`config.mk`:
```
export PLATFORM = sky130hd
export DESIGN_NAME = fetch_queue
export DESIGN_NICKNAME = d
export VERILOG_FILES = /design/src/rtl/fetch_queue.sv
export SDC_FILE = /design/constraint.sdc
export NUM_CORES = 1
export LEC_CHECK = 0
export ABC_CLOCK_PERIOD_IN_PS = 6600
export CORE_UTILIZATION = 60
export CTS_CLUSTER_DIAMETER = 150
export DETAILED_ROUTE_END_ITERATION = 10
export PLACE_DENSITY = 0.86
export SKIP_CTS_REPAIR_TIMING = 1
export SYNTH_ARGS = -nofsm -noshare
export SYNTH_HDL_FRONTEND = slang
export SYNTH_SLANG_ARGS = --single-unit
```
`constraint.sdc`:
```
create_clock -name i_clk -period 6.6 [get_ports i_clk]
set_clock_uncertainty 0.1 [all_clocks]
set_input_delay 1.32 -clock i_clk [delete_from_list [all_inputs] [get_ports i_clk]]
set_output_delay 1.32 -clock i_clk [all_outputs]
set_load 0.02 [all_outputs]
```
`src/rtl/fetch_queue.sv`:
```
`default_nettype none
// +----------------------------------------------------------------------------+
// | Module      : fetch_queue                                                  |
// | Description : Dual-issue instruction fetch buffer fed by a 1-cycle ROM,    |
// |               with credit-style request reservation. Optional build macro  |
// |               FETCH_Q_NOP_SQUASH_EN drops all-zero ROM words on enqueue.   |
// | Revision    : 1.0 - initial release                                        |
// +----------------------------------------------------------------------------+
module fetch_queue #(
    parameter int DEPTH = 8,
    parameter int XLEN  = 32
) (
    input  logic                         i_clk,
    input  logic                         i_rst_n,
    output logic                         o_rom_en,
    input  logic [1:0][XLEN-1:0]         i_rom_insts,
    input  logic                         i_flush,
    output logic [1:0][XLEN-1:0]         o_insts,
    output logic [1:0]                   o_valid,
    input  logic [1:0]                   i_deq_cnt,
    output logic [$clog2(DEPTH+1)-1:0]   o_count,
    output logic                         o_empty
);
    localparam int                c_PTR_W      = $clog2(DEPTH);
    localparam int                c_CNT_W      = $clog2(DEPTH + 1);
    localparam logic [c_CNT_W:0]  c_RESV_LIMIT = (c_CNT_W + 1)'(DEPTH - 2);

    logic [XLEN-1:0]    r_mem [DEPTH];
    logic [c_PTR_W-1:0] r_head;
    logic [c_PTR_W-1:0] r_tail;
    logic [c_CNT_W-1:0] r_count;
    logic               r_inflight;

    logic               w_live;
    logic               w_enq;
    logic [1:0]         w_deq_req;
    logic [1:0]         w_deq_eff;
    logic [1:0]         w_enq_n;
    logic               w_wr0;
    logic               w_wr1;
    logic [XLEN-1:0]    w_wr_data0;
    logic [c_CNT_W:0]   w_reserved;

    assign w_live = i_rst_n & ~i_flush;
    assign w_enq  = r_inflight & w_live;

    // Occupancy plus the pair already requested must leave room for another pair.
    assign w_reserved = {1'b0, r_count} + (r_inflight ? (c_CNT_W + 1)'(2) : '0);
    assign o_rom_en   = w_live & (w_reserved <= c_RESV_LIMIT);

    assign w_deq_req = (i_deq_cnt == 2'd3) ? 2'd2 : i_deq_cnt;
    assign w_deq_eff = (c_CNT_W'(w_deq_req) > r_count) ? r_count[1:0] : w_deq_req;

`ifdef FETCH_Q_NOP_SQUASH_EN
    logic w_nz0;
    logic w_nz1;

    assign w_nz0      = |i_rom_insts[0];
    assign w_nz1      = |i_rom_insts[1];
    // Surviving words are packed toward the tail in arrival order.
    assign w_wr0      = w_enq & (w_nz0 | w_nz1);
    assign w_wr1      = w_enq & w_nz0 & w_nz1;
    assign w_wr_data0 = w_nz0 ? i_rom_insts[0] : i_rom_insts[1];
    assign w_enq_n    = {1'b0, w_nz0} + {1'b0, w_nz1};
`else
    assign w_wr0      = w_enq;
    assign w_wr1      = w_enq;
    assign w_wr_data0 = i_rom_insts[0];
    assign w_enq_n    = 2'd2;
`endif

    always_ff @(posedge i_clk) begin
        if (w_wr0) begin
            r_mem[r_tail] <= w_wr_data0;
        end
        if (w_wr1) begin
            r_mem[r_tail + c_PTR_W'(1)] <= i_rom_insts[1];
        end
    end

    always_ff @(posedge i_clk) begin
        if (!i_rst_n || i_flush) begin
            r_head     <= '0;
            r_tail     <= '0;
            r_count    <= '0;
            r_inflight <= 1'b0;
        end else begin
            r_inflight <= o_rom_en;
            r_head     <= r_head + c_PTR_W'(w_deq_eff);
            if (w_enq) begin
                r_tail <= r_tail + c_PTR_W'(w_enq_n);
            end
            r_count <= r_count + (w_enq ? c_CNT_W'(w_enq_n) : '0) - c_CNT_W'(w_deq_eff);
        end
    end

    assign o_valid[0] = (r_count != '0);
    assign o_valid[1] = (r_count > c_CNT_W'(1));
    assign o_count    = r_count;
    assign o_empty    = (r_count == '0);

    generate
        for (genvar g = 0; g < 2; g++) begin : g_out
            assign o_insts[g] = o_valid[g] ? r_mem[r_head + c_PTR_W'(g)] : '0;
        end
    endgenerate

endmodule
`default_nettype wire

```
==> impl_metrics.py, run 1 <==
metrics = {
    "drt": {
        "drt-initial-drc-count": 475,
        "vias": 6601,
        "wl_per_cell_um": 26.0,
        "routed_wl_um": 25700,
        "drc": 0,
        "dr.pass1.iters": 5,
        "via_per_inst": 6.67,
        "postRouteAntennaNets": 0,
    },
    "setup_path": {
        "cp_num_buf_inv": 1,
        "rr_worst_depth": 10,
        "cp-end-kind": "output pin",
        "r2r_end": "o_count[2]",
        "cp-start-kind": "flop",
        "cp_slowest_cell": "ha_4",
        "cp_data_required_time_ns": 5.18,
        "cp_cell_sequence": "ha_4, mux4_2, a22o_1, clkdlybuf4s50_1",
        "cp_top_family": "adder cells",
        "crit_arrival_ns": 3.61,
        "r2r_start": "o_count[1]",
        "crit_fanout": 64,
        "path_class": "reg -> out",
        "r2r_slack_ns": 3.39,
        "max_stage_delay_ns": 0.96,
    },
    "sta": {
        "max_freq_mhz": 199,
        "rsz0062_at_grt": "false",
        "finalCritPeriodShare": 0.762,
        "fin_crit_ns": 5.03,
        "tightest_slew_ns": 1.17,
        "finalSetupViolCount": 0,
        "slew_viol_final": 0,
        "hold_violations": 0,
        "timing.slew.headroom": 0.217,
        "setup_tns_ns": 0,
    },
    "grt": {
        "grt_use_met2": 0.430,
        "grt.busiest_layer": "met2",
        "grt_max_degree": 65,
        "antenna_found_initial": 2,
        "grt_pass1_wl_um": 39000,
        "grtUsageTotal": 0.254,
        "overflow": 0,
        "met1_usage": 0.341,
        "first_global_vias": 6981,
        "met3_usage": 0.0411,
    },
    "logic_synthesis": {
        "synth_area_leaders": "edfxtp_1, mux4_2, a22o_1, dfxtp_1, ha_1",
        "synthFlopType": "edfxtp_1",
        "synth_warnings": 0,
        "netlist_instances": 570,
        "syn_area_mm2": 0.0122,
        "yosysSeqAreaShare": 0.648,
        "synthArstFlopShare": 0,
        "synth_largest_area_cell": "edfxtp_1",
        "synthDistinctLibCells": 28,
        "synth.top_cell.area_share": 0.632,
        "synth.avg_cell_area_um2": 21.3,
        "synthTopCellsByCount": "edfxtp_1, mux4_2, a22o_1",
        "synth-seq-cells": 266,
        "synth_fp_nets": 657,
        "synth_enable_flop_cells": 256,
        "yosysMostFrequentCell": "edfxtp_1",
    },
    "die": {
        "initial_core_util": 0.619,
        "die_y_um": 144,
        "pin_count": 141,
        "die_x_um": 144,
        "core_area_mm2": 0.0197,
        "fp-row-count": 51,
        "die-area_mm2": 0.0208,
    },
    "final_layout": {
        "area_growth_pct": 19.7,
        "fin_nets": 789,
        "drive_above_1_share": 0.252,
        "fin_util": 0.741,
    },
    "pwr": {
        "ir_worst_vdd_v": 0.000235,
        "p_leak_uw": 0.00453,
        "powerDensity_mw_per_mm2": 358,
    },
    "cts": {
        "clock_sinks": 266,
        "path_clk_slew_ns": 0.06,
        "clock_path_buffers": 3,
        "htreeDepth": 1,
        "cts_tree": "done",
        "cts_buffers": 27,
        "clock_latency_ns": 0.52,
        "cts_root_buf": "clkbuf_16",
    },
    "outcome": {
        "status": "finished, final reports clean",
    },
    "placed_design": {
        "place_hpwl_um": 14900,
        "port_buffers": 140,
        "gp_congestion": 0.770,
    },
    "min_path": {
        "min_path_type": "reg -> reg",
        "hold_depth": 2,
        "min_to": "r_tail[2]",
        "holdCritStartpoint": "r_tail[2]",
    },
    "flow_run": {
        "drv_cap": 0,
    },
}
## flip-flops by register name (all words and copies together), names as in the netlist
| name | cells |
|---|---|
| r_head | 3 |
| r_inflight | 1 |
| r_mem | 256 |
| r_tail | 2 |
| o_count | 4 |
## routing by layer
metal  vias to the layer above  wire length (um)
li1                       2765                 -
met1                      3494             10100
met2                       299             13200
met3                        43              1830
met4                         0               529
met5                         -                 0
## worst max-delay path by stage
stage | start | endpoint | depth (start not counted)
global route | r_head[0] | o_insts[33] | 4
detailed placement | i_rst_n | o_rom_en | 5
floorplan | i_rst_n | r_mem[0][0] | 2
global placement | i_rst_n | o_rom_en | 5
CTS | r_head[0] | o_insts[33] | 4
finish | r_head[0] | o_insts[33] | 4
## worst register-to-register path: stages (launching register included)
cell	delay (ns)
dfxtp_1	0.50
inv_1	0.10
ha_1	0.33
nor2b_1	0.15
o211ai_1	0.30
mux2i_1	0.36
fa_1	0.48
ha_1	0.20
inv_1	0.07
fa_1	0.41
nor2_1	0.13
## stage by stage
| stage | hold slack, ns | area, um2 | cells | total power, uW | worst slack, ns |
|---|---|---|---|---|---|
| after floorplan | 0.414 | 12200 | 570 | 3060 | 2.88 |
| after global placement | 0.431 | 13700 | 938 | 3780 | 2.02 |
| after detailed placement | 0.472 | 13700 | 938 | 3810 | 1.99 |
| after CTS | 0.480 | 14500 | 986 | 5240 | 1.52 |
| after global routing | 0.495 | 14600 | 987 | 5390 | 1.37 |
| final | 0.481 | 14600 | 989 | 5210 | 1.57 |
## cells in the final DEF, fill, tap and decap left out, drive strengths merged
| cell type | n |
|---|---|
| nor2 | 8 |
| nand3 | 1 |
| fa | 3 |
| and3 | 4 |
| diode | 3 |
| a22o | 64 |
| nor3b | 1 |
| clkbuf | 29 |
| buf | 5 |
| inv | 12 |
| clkinv | 17 |
| mux4 | 128 |
| and2 | 3 |
| o211ai | 1 |
| a21o | 1 |
| xor2 | 2 |
| edfxtp | 256 |
| nor2b | 3 |
| bufinv | 2 |
| nand2b | 2 |
| ha | 15 |
| a21boi | 1 |
| dfxtp | 10 |
| xnor2 | 3 |
| nand2 | 4 |
| clkdlybuf4s50 | 140 |
| a31oi | 2 |
| mux2i | 3 |
| a21oi | 1 |
## area by class of cell
type	instances	area (um2)
diodes	3	7.51
clock buffers	29	683
clock inverters	19	141
fillers	1162	5100
inverters	12	45.0
multi-input cells	250	4010
flip-flops and latches	266	7900
well taps	265	332
repair buffers	145	1440
## power breakdown
group / internal, uW / switching, uW / total [uW] / leakage [uW]
registers: 1880 / 42.4 / 1920 / 0.00239
logic: 895 / 958 / 1850 / 0.00173
clock network: 820 / 610 / 1430 / 0.000409
## logic make-up after synthesis
group	share of synthesized area
xor+xnor	0.00360
mux	0.239
flops	0.648
fa+ha+maj	0.0204
compound gates	0.0497
buf+inv	0.0272
simple gates	0.0113
Power figures use the tool's default switching activity.
==> inputs of run 2 (changes only) <==
ABC_CLOCK_PERIOD_IN_PS = 4900   (was 6600)
CORE_UTILIZATION = 56   (was 60)
PLACE_DENSITY = 0.81   (was 0.86)
clock period = 4.9 ns   (was 6.6 ns; I/O delays follow)
==> run 2 against run 1 <==
  * Non-clock buffer count increased by 5
  * Largest cell class unchanged
  * First-iteration DRC count decreased by 13%
  * Core utilization decreased by 4.7 points
  * Routed wire length down 1.3%
  * Worst hold slack improved by 0.010 ns
  * Via count fell by 0.59%
  * Sequential cell count unchanged
  * Clock power increased by 36%
==> impl_metrics.py, run 2 (synthesis gave the netlist of run 1 again) <==
metrics = {
    "drt": {
        "drt-initial-drc-count": 411,
        "via_per_inst": 6.54,
        "wl_per_cell_um": 25.2,
        "postRouteAntennaNets": 0,
        "drc": 0,
        "dr.pass1.iters": 4,
        "vias": 6562,
        "routed_wl_um": 25300,
    },
    "grt": {
        "grt_max_degree": 130,
        "grtUsageTotal": 0.233,
        "grt_pass1_wl_um": 38900,
        "first_global_vias": 6968,
        "antenna_found_initial": 1,
        "overflow": 0,
    },
    "final_layout": {
        "top_register": "r_mem",
        "fin_nets": 795,
        "mostFrequentLayoutCell": "edfxtp_1",
        "drive_above_1_share": 0.260,
        "area_growth_pct": 20.6,
        "final_cell_mix": "edfxtp_1, clkdlybuf4s50_1, mux4_2",
        "nFillCells": 1284,
        "largest_register_ffs": 256,
    },
    "sta": {
        "fin_crit_ns": 4.47,
        "finalSetupViolCount": 0,
        "hold_slack_ns": 0.491,
        "finalCritPeriodShare": 0.911,
        "rsz0062_at_grt": "false",
        "tightest_slew_ns": 1.03,
        "timing.slew.headroom": 0.316,
        "slew_viol_final": 0,
        "hold_violations": 0,
        "max_freq_mhz": 224,
        "setup_tns_ns": 0,
    },
    "die": {
        "initial_core_util": 0.575,
        "die_x_um": 149,
        "fp-row-count": 53,
        "die_y_um": 149,
        "pin_count": 141,
        "die-area_mm2": 0.0223,
        "core_area_mm2": 0.0212,
    },
    "pwr": {
        "p_leak_uw": 0.00457,
        "powerDensity_mw_per_mm2": 481,
        "ir_worst_vdd_v": 0.000308,
    },
    "cts": {
        "cts_tree": "done",
        "clock_latency_ns": 0.52,
        "cts_root_buf": "clkbuf_16",
        "cts_buffers": 28,
        "path_clk_slew_ns": 0.06,
        "clock_sinks": 266,
        "htreeDepth": 1,
        "clock_path_buffers": 3,
    },
    "setup_path": {
        "cp_cell_sequence": "inv_1, ha_1, nor3b_2, nor2b_4, buf_4, a22o_1, clkdlybuf4s50_1",
        "crit_fanout": 25,
        "max_stage_delay_ns": 0.78,
        "path_class": "reg -> out",
        "crit_arrival_ns": 3.39,
        "cp-start-kind": "flop",
        "cp-end-kind": "output pin",
        "rr_worst_depth": 10,
        "cp_data_required_time_ns": 3.82,
        "cp_slowest_cell": "nor2b_4",
    },
    "min_path": {
        "min_path_type": "reg -> reg",
        "hold_depth": 2,
    },
    "outcome": {
        "status": "finished, final reports clean",
    },
    "placed_design": {
        "place_hpwl_um": 15500,
        "port_buffers": 140,
        "gp_congestion": 0.808,
    },
    "flow_run": {
        "drv_cap": 0,
    },
}
## run 2: power by group
part	internal, uW	switching, uW	leakage [uW]
logic	1230	1300	0.00177
clock network	1130	822	0.000415
registers	2540	37.8	0.00239
## run 2: per-layer routing
layer	GRT usage	routed length (um)	vias up
met5	0	0	-
met4	0.0811	699	0
met1	0.301	9440	3425
li1	-	-	2783
met2	0.404	13400	301
met3	0.0370	1810	53
## run 2: path summary, 6_finish.rpt
path / from / slack (ns) / end
setup reg to reg: o_count[1] / 1.83 / o_count[2]
hold reg to reg: r_tail[2] / 0.49 / r_tail[2]
setup / recovery: o_count[2] / 0.43 / o_insts[10]
hold / removal: r_tail[2] / 0.49 / r_tail[2]
## run 2: worst max-delay path: cells and delay by family, from the launching register on
family          cells  cell delay (ns)
simple gates        2             0.99
compound gates      1             0.16
fa+ha+maj           1             0.25
flops               1             0.44
buf+inv             3             1.01
## run 2: area by class of cell
class	instances	area (um2)	area share
tap	275	344	0.0235
clock inverter	17	114	0.00776
multi-input combinational	250	4010	0.274
inverter	12	45.0	0.00307
antenna	1	2.50	0.000171
sequential	266	7900	0.538
clock buffer	33	741	0.0505
timing repair buffer	150	1510	0.103
## run 2: through the flow
stage | area (um2) | setup WS (ns) | total power [uW] | cells | utilization
after CTS | 14700 | 0.411 | 7110 | 1003 | 0.693
after global placement | 13800 | 1.03 | 5130 | 953 | 0.653
after detailed placement | 13800 | 0.965 | 5160 | 953 | 0.653
after global routing | 14700 | 0.277 | 7310 | 1004 | 0.693
after floorplan | 12200 | 1.52 | 4130 | 570 | -
final | 14700 | 0.434 | 7050 | 1004 | 0.693
==> inputs of run 3 (changes only) <==
==> constraint.sdc (replaced) <==
create_clock -name i_clk -period 4.9 [get_ports i_clk]
set_clock_uncertainty 0.1 [all_clocks]
set_input_delay 1.47 -clock i_clk [delete_from_list [all_inputs] [get_ports i_clk]]
set_output_delay 1.47 -clock i_clk [all_outputs]
set_load 0.02 [all_outputs]
==> run 3 against run 2 <==
  * Sequential share of layout area fell by 0.36 points
  * Die area did not move
  * Via count rose by 0.24%
  * Global-route usage rose by 0.94 points
  * Worst hold slack got worse by 0.018 ns
  * Cell count fell by 0.20%
  * Routed wire length rose by 2.2%
==> impl_metrics.py, run 3 (synthesis gave the netlist of run 1 again) <==
metrics = {
    "grt": {
        "grt_max_degree": 130,
        "first_global_vias": 7016,
        "grt_pass1_wl_um": 40100,
        "antenna_found_initial": 1,
        "grtUsageTotal": 0.243,
        "overflow": 0,
    },
    "sta": {
        "tightest_slew_ns": 0.870,
        "finalSetupViolCount": 0,
        "slew_viol_final": 0,
        "max_freq_mhz": 216,
        "setup_tns_ns": 0,
        "fin_crit_ns": 4.63,
        "timing.slew.headroom": 0.420,
        "rsz0062_at_grt": "false",
        "hold_violations": 0,
        "setup_slack_ns": 0.274,
        "finalCritPeriodShare": 0.944,
    },
    "cts": {
        "cts_root_buf": "clkbuf_16",
        "cts_tree": "done",
        "clock_path_buffers": 3,
        "clock_latency_ns": 0.51,
        "clock_sinks": 266,
        "cts_buffers": 26,
        "path_clk_slew_ns": 0.06,
        "htreeDepth": 1,
    },
    "setup_path": {
        "cp-start-kind": "flop",
        "r2r_slack_ns": 1.81,
        "crit_arrival_ns": 3.06,
        "cp-end-kind": "output pin",
        "path_class": "reg -> out",
        "crit_fanout": 25,
        "cp_data_required_time_ns": 3.33,
    },
    "drt": {
        "drc": 0,
        "vias": 6578,
        "wl_per_cell_um": 25.8,
        "drt-initial-drc-count": 505,
        "dr.pass1.iters": 4,
        "routed_wl_um": 25900,
        "via_per_inst": 6.56,
        "postRouteAntennaNets": 0,
    },
    "final_layout": {
        "final_cell_mix": "edfxtp_1, clkdlybuf4s50_1, mux4_2",
        "top_register": "r_mem",
        "fin_nets": 796,
        "largest_register_ffs": 256,
        "mostFrequentLayoutCell": "edfxtp_1",
        "stdcell_area_mm2": 0.0148,
        "area_growth_pct": 21.4,
        "drive_above_1_share": 0.260,
    },
    "min_path": {
        "min_path_type": "reg -> reg",
    },
    "placed_design": {
        "port_buffers": 140,
        "dp_slack_ns": 0.254,
        "place_hpwl_um": 15800,
        "place_area_mm2": 0.0139,
        "gp_congestion": 0.777,
    },
    "pwr": {
        "p_leak_uw": 0.00461,
        "powerDensity_mw_per_mm2": 481,
        "ir_worst_vdd_v": 0.000424,
    },
    "die": {
        "initial_core_util": 0.575,
        "die-area_mm2": 0.0223,
        "core_area_mm2": 0.0212,
        "die_x_um": 149,
        "die_y_um": 149,
        "pin_count": 141,
        "fp-row-count": 53,
    },
    "outcome": {
        "status": "finished, final reports clean",
    },
    "flow_run": {
        "drv_cap": 0,
    },
}
run 3: changes by cell type in the layout (fill, tap and decap cells not counted), sizes merged:
cell      previous run  this run
buf                 10        13
bufinv               1         3
clkinvlp             2         0
clkinv              14        11
clkbuf              33        31
run 3: area by class of cell:
cell class / instances / area (um2)
Sequential cell: 266 / 7900
Fill cell: 1266 / 6390
Multi-Input combinational cell: 250 / 4010
Timing Repair Buffer: 153 / 1640
Clock buffer: 31 / 691
Tap cell: 275 / 344
Clock inverter: 14 / 139
Inverter: 12 / 45.0
Antenna cell: 1 / 2.50
run 3: worst paths after layout:
| check | end | cells past startpoint | startpoint |
|---|---|---|---|
| max | o_insts[33] | 7 | o_count[2] |
| min | r_tail[2] | 2 | r_tail[2] |
| max reg2reg | o_count[2] | 10 | o_count[1] |
| min reg2reg | r_tail[2] | 2 | r_tail[2] |
run 3: metrics by stage:
stage | total power, uW | std cells | utilization | hold WS (ns)
floorplan | 4130 | 570 | - | 0.414
global placement | 5190 | 956 | 0.659 | 0.433
detailed placement | 5230 | 956 | 0.659 | 0.458
CTS | 7170 | 1001 | 0.698 | 0.476
global route | 7380 | 1001 | 0.698 | 0.493
finish | 7110 | 1002 | 0.698 | 0.473
run 3: critical path, cell delays in order (launching register included):
cell and delay [ns]:
dfxtp_1 0.44, inv_1 0.09, ha_1 0.25, a21o_1 0.25, a21boi_4 0.41, buf_12 0.27, a22o_1 0.20, clkdlybuf4s50_1 0.62
run 3: power breakdown:
group          internal (uW)  switching [uW]  total, uW
sequential              2530            37.6       2570
combinational           1270            1330       2600
clock                   1150             782       1940
run 3: layer usage:
layer	share of wire	track usage	routed length (um)	up-vias
met5	0	0	0	-
met4	0.024	0.0821	629	0
met3	0.068	0.0446	1770	42
met2	0.54	0.428	14000	285
met1	0.37	0.303	9540	3476
li1	-	-	-	2775
==> edit 1: new RTL, settings of run 3 <==
Change the parameter `XLEN` from 32 to 64.
--- a/src/rtl/fetch_queue.sv
+++ b/src/rtl/fetch_queue.sv
@@ -10,3 +10,3 @@
     parameter int DEPTH = 8,
-    parameter int XLEN  = 32
+    parameter int XLEN  = 64
 ) (
Interface: changed (resized i_rom_insts and o_insts); port bits go from 141 to 269. No check against the original RTL was run, so the function may have changed too.
==> edit 1 against run 3 <==
- non-clock buffer count is 147 higher
- maximum frequency is 2.2% lower
- clock power is 120% higher
- wire length is 100% higher
- core utilization is 0.19 points lower
- power is 98% higher
- synthesized area is 95% higher
- worst setup slack worse by 0.10 ns
- highest routed layer is now met5
- sequential power is 95% higher
- worst hold slack better by 0.0073 ns
- sequential cell count is 256 higher
- final area is 95% higher
==> edit 1: results (changes against run 3) <==
- **via count of the first global-routing pass** 13754, +96%
- **worst-skew pair later-pin latency** 0.59 ns, +0.08 ns
- **top cells by area, synth** sky130_fd_sc_hd__edfxtp_1 (65%), sky130_fd_sc_hd__mux4_2 (24%), sky130_fd_sc_hd__a22o_1 (4.7%)
- **number of distinct standard cells referenced by the synthesized netlist** 29, +3.6%
- **post-detailed-placement half-perimeter wirelength** 31790 µm, +100%
- **global-route wire length before repair** 80000 µm, +99%
- **Repair and plain buffers** 300, +96%
- **mux contribution to synthesized area** 0.2449, +0.005415
- **ratio of routed vias to standard cells** 6.629, +0.97%
- **proportion of synthesized chip area in sequential cells** 0.6581, +0.009641
- **number of sequential storage elements** 522, +96%
- **fillcell total** 2506, +98%
- **number of standard cells after synthesis** 1060, +86%
- **H-tree depth** 2, +1
- **weighted congestion at the end of routability-driven global placement** 0.7526, -3.1%
- **number of input and output port buffers inserted** 268, +91%
- **total placed instance area** 26880 µm², +93%
- **Routed wire per std cell** 27.28 µm, +5.5%
- **die outline area** 43090 µm², +93%
- **compound-cell area share of the yosys netlist** 0.04922, -0.0004635
- **Inverters excl. clock** 12, unchanged
- **fraction of area in multi-input gates** 0.2594, -0.01238
- **total clock buffers created by CTS** 54, +110%
- **global router's overall resource usage** 0.2475, +0.004668
- **placed insts** 1808, +89%
- **Post-Synth Adder-Cell Area** 0.01047, -0.009899
- **final-layout non-clock buffer area share** 0.1092, -0.001628
- **antenna violations before repair** 5, +4
- **largest fanout of any net on the critical path** 66, +160%
- **delay of the slowest cell on the worst path** 0.59 ns, -0.03 ns
- **diode insertion count for antenna repair** 4, +3
- **Post-Layout Cell Count** 1913, +91%
- **number of synthesized flops with an enable pin** 512, +100%
- **TritonRoute pass-1 iters** 5, +1
- **multi-input logic cell count** 442, +77%
- **post-placement worst setup slack** 0.3205 ns, +0.06676 ns
- **number of clock-tree buffers in the layout** 62, +100%
- **clock distribution area overhead in the final layout** 0.06425, +0.008065
- **area share of xor/xnor cells in the synthesized design** 0.001850, -0.001750
- **fraction of final layout cells sized beyond drive strength 1** 0.2767, +0.01636
- **result of the run** finished clean
- **sequential share of cell area** 0.5421, +0.007388
- **DRC violation total after the first TritonRoute iteration** 1041, +110%
- **final net count** 1483, +86%
- **pin slew with the least headroom to its limit** 0.8130 ns, -0.05722 ns
edit 1: cell types whose count changed in the layout (fill, tap and decap cells not counted), sizes merged, moves of 7 or more:
cell	before	now
clkdlybuf4s50	140	268
buf	13	32
edfxtp	256	512
bufinv	3	10
clkinv	11	22
clkbuf	31	62
mux4	128	256
a22o	64	128
edit 1: metal layers:
layer,vias up,global-route usage,share of wire
met5,-,0,0.00042
met2,551,0.4233,0.52
met3,84,0.06430,0.084
met4,4,0.07926,0.020
met1,6762,0.3108,0.38
li1,5280,-,-
edit 1: kinds of logic after synthesis:
group                      after synthesis
xor gates and xnor gates                 5
muxes                                  259
adders and majority gates               18
DFF                                    522
AOI/OAI and AO/OA                      134
and+or+nand+nor                         26
buffers and inverters                   96
edit 1: tightest hold or removal path, stage by stage, from the launching register on:
cell	delay [ns]
sky130_fd_sc_hd__dfxtp_1	0.34
sky130_fd_sc_hd__mux2i_1	0.14
sky130_fd_sc_hd__nor2_1	0.05
edit 1: where the power goes:
part	switching [mW]	internal, mW	leakage [nW]
registers	0.0493	4.97	4.69
logic	2.55	2.32	3.31
clock network	1.66	2.55	0.887
edit 1: worst paths after layout:
check / cells past startpoint / startpoint / slack (ns) / endpoint
setup / recovery: 5 / r_head[0]$_SDFF_PP0_ / 0.17 / o_insts[92]
hold reg to reg: 2 / r_tail[2]$_SDFFE_PP0P_ / 0.48 / r_tail[2]$_SDFFE_PP0P_
setup reg to reg: 10 / o_count[1]$_SDFF_PP0_ / 1.80 / o_count[2]$_SDFF_PP0_
hold / removal: 2 / r_tail[2]$_SDFFE_PP0P_ / 0.48 / r_tail[2]$_SDFFE_PP0P_
==> edit 2: new RTL, settings of run 3 <==
Made on the original files. Register the output `o_count` once more; this adds one clock of latency there. The other outputs are not delayed to match.
--- a/src/rtl/fetch_queue.sv
+++ b/src/rtl/fetch_queue.sv
@@ -98,3 +98,5 @@
     assign o_valid[1] = (r_count > c_CNT_W'(1));
-    assign o_count    = r_count;
+    always_ff @(posedge i_clk) begin
+        o_count <= r_count;
+    end
     assign o_empty    = (r_count == '0);
Check against the original RTL: not equivalent (Yosys sat finds a counterexample within 4 cycles, from zero or initial values).
==> edit 2 against run 3 <==
- worst hold slack worse by 0.17 ns
- first-iteration DRC count is 20% lower
- final area up 0.31%
- core utilization is essentially flat
- wire length increased by 1.1%
- power down 0.46%
- worst setup slack worse by 0.068 ns
- sequential cell count rose by 4
- synthesized area rose by 0.66%
- non-clock buffer count increased by 3
- sequential power is 2% higher
- critical path type is now in2out
- highest routed layer unchanged
==> edit 2: results (changes against run 3) <==
- **largest fanout of any net on the critical path** 2, -92%
- **beginning of the worst hold path** r_count[3]$_SDFF_PP0_
- **top cells by area, synth** sky130_fd_sc_hd__edfxtp_1 (63%), sky130_fd_sc_hd__mux4_2 (24%), sky130_fd_sc_hd__a22o_1 (4.6%)
- **RR Endpoint** r_count[2]$_SDFF_PP0_
- **Repair and plain buffers** 156, +2.0%
- **ratio of routed vias to standard cells** 6.633, +1.0%
- **final-layout non-clock buffer area share** 0.1095, -0.001351
- **arrival time worst endpoint** 3.12 ns, +0.06 ns
- **largest buffer count on any clock path** 3, unchanged
- **total clock buffers created by CTS** 27, +3.8%
- **met1 capacity usage during global routing** 0.3088, +0.005925
- **GR Layer Usage met3** 0.03811, -0.006539
- **mux contribution to synthesized area** 0.2379, -0.001566
- **Max VDD drop** 0.2706 mV, -36%
- **delay of the slowest cell on the worst path** 0.63 ns
- **source of the worst register-to-register timing path** r_count[1]$_SDFF_PP0_
- **TritonRoute pass-1 iters** 5, +1
- **final net count** 805, +1.1%
- **antenna violations before repair** 0, -1
- **global router's overall resource usage** 0.2393, -0.003549
- **weighted congestion at the end of routability-driven global placement** 0.7392, -4.8%
- **final core utilization** 0.6979, about the same
- **Max Used Layer** met4
- **proportion of synthesized chip area in sequential cells** 0.6507, +0.002299
- **met2 usage** 0.4081, -0.01968
- **leakage power summed over all cells** 4.631 nW, +0.50%
- **result of the run** finished clean
- **sequential share of cell area** 0.5385, +0.003779
- **count of state elements after synthesis** 270, +1.5%
- **worst hold path endpoint** o_count[3]$_DFF_P_
- **hold-critical path depth** 0, -2
- **fraction of area in multi-input gates** 0.2717, about the same
- **switching share of power** 0.3106, +0.007964
- **global-route wire length before repair** 39880 µm, -0.58%
- **Post-Synthesis Net Count** 661, +0.61%
- **WL met2** 13950 µm, about the same
- **total length of routed met3 wires** 1736 µm, -1.8%
- **DRC violation total after the first TritonRoute iteration** 402, -20%
- **pin slew with the least headroom to its limit** 0.8398 ns, -0.03038 ns
- **multi-input logic cell count** 251, +0.40%
- **fillcell total** 1272, +0.47%
- **post-detailed-placement half-perimeter wirelength** 16260 µm, +2.8%
- **diode insertion count for antenna repair** 0, -1
- **Post-Synth Adder-Cell Area** 0.02023, -0.0001332
- **number of clock-tree buffers in the layout** 30, -3.2%
- **compound-cell area share of the yosys netlist** 0.04936, -0.0003249
- **via count of the first global-routing pass** 7275, +3.7%
- **Sequential Power** 2.62 mW, +2%
- **clock distribution area overhead in the final layout** 0.05407, -0.002114
- **share of total power in sequential cells** 0.370, +0.008
- **fraction of final layout cells sized beyond drive strength 1** 0.2694, +0.009057
- **area share of xor/xnor cells in the synthesized design** 0.003577, -0.00002354
[edit 2: cell types whose count changed after synthesis]
cell | run 3 | this run
sky130_fd_sc_hd__dfxtp_1 | 10 | 14
[edit 2: worst max path at each step]
stage	slack, ns	cells after the start	end	startpoint
after floorplan	1.03	2	r_mem[0][0]$_DFFE_PP_	i_rst_n
after global placement	0.26	5	o_rom_en	i_rst_n
after detailed placement	0.23	5	o_rom_en	i_rst_n
after CTS	-0.04	6	o_insts[0]	r_count[2]$_SDFF_PP0_
after global routing	0.05	7	o_insts[32]	r_count[2]$_SDFF_PP0_
final	0.21	5	o_rom_en	i_rst_n
[edit 2: metrics by stage]
step                area [µm²]  setup WS (ns)  setup TNS [ns]  hold slack [ns]  cells
floorplan                12240          1.034               0           0.2785    574
global placement         14000         0.2591               0           0.2944    963
detailed placement       14000         0.2326               0           0.2973    963
CTS                      14800       -0.04422         -0.3522           0.3060   1009
global route             14810        0.04692               0           0.3151   1010
finish                   14810         0.2060               0           0.3072   1010
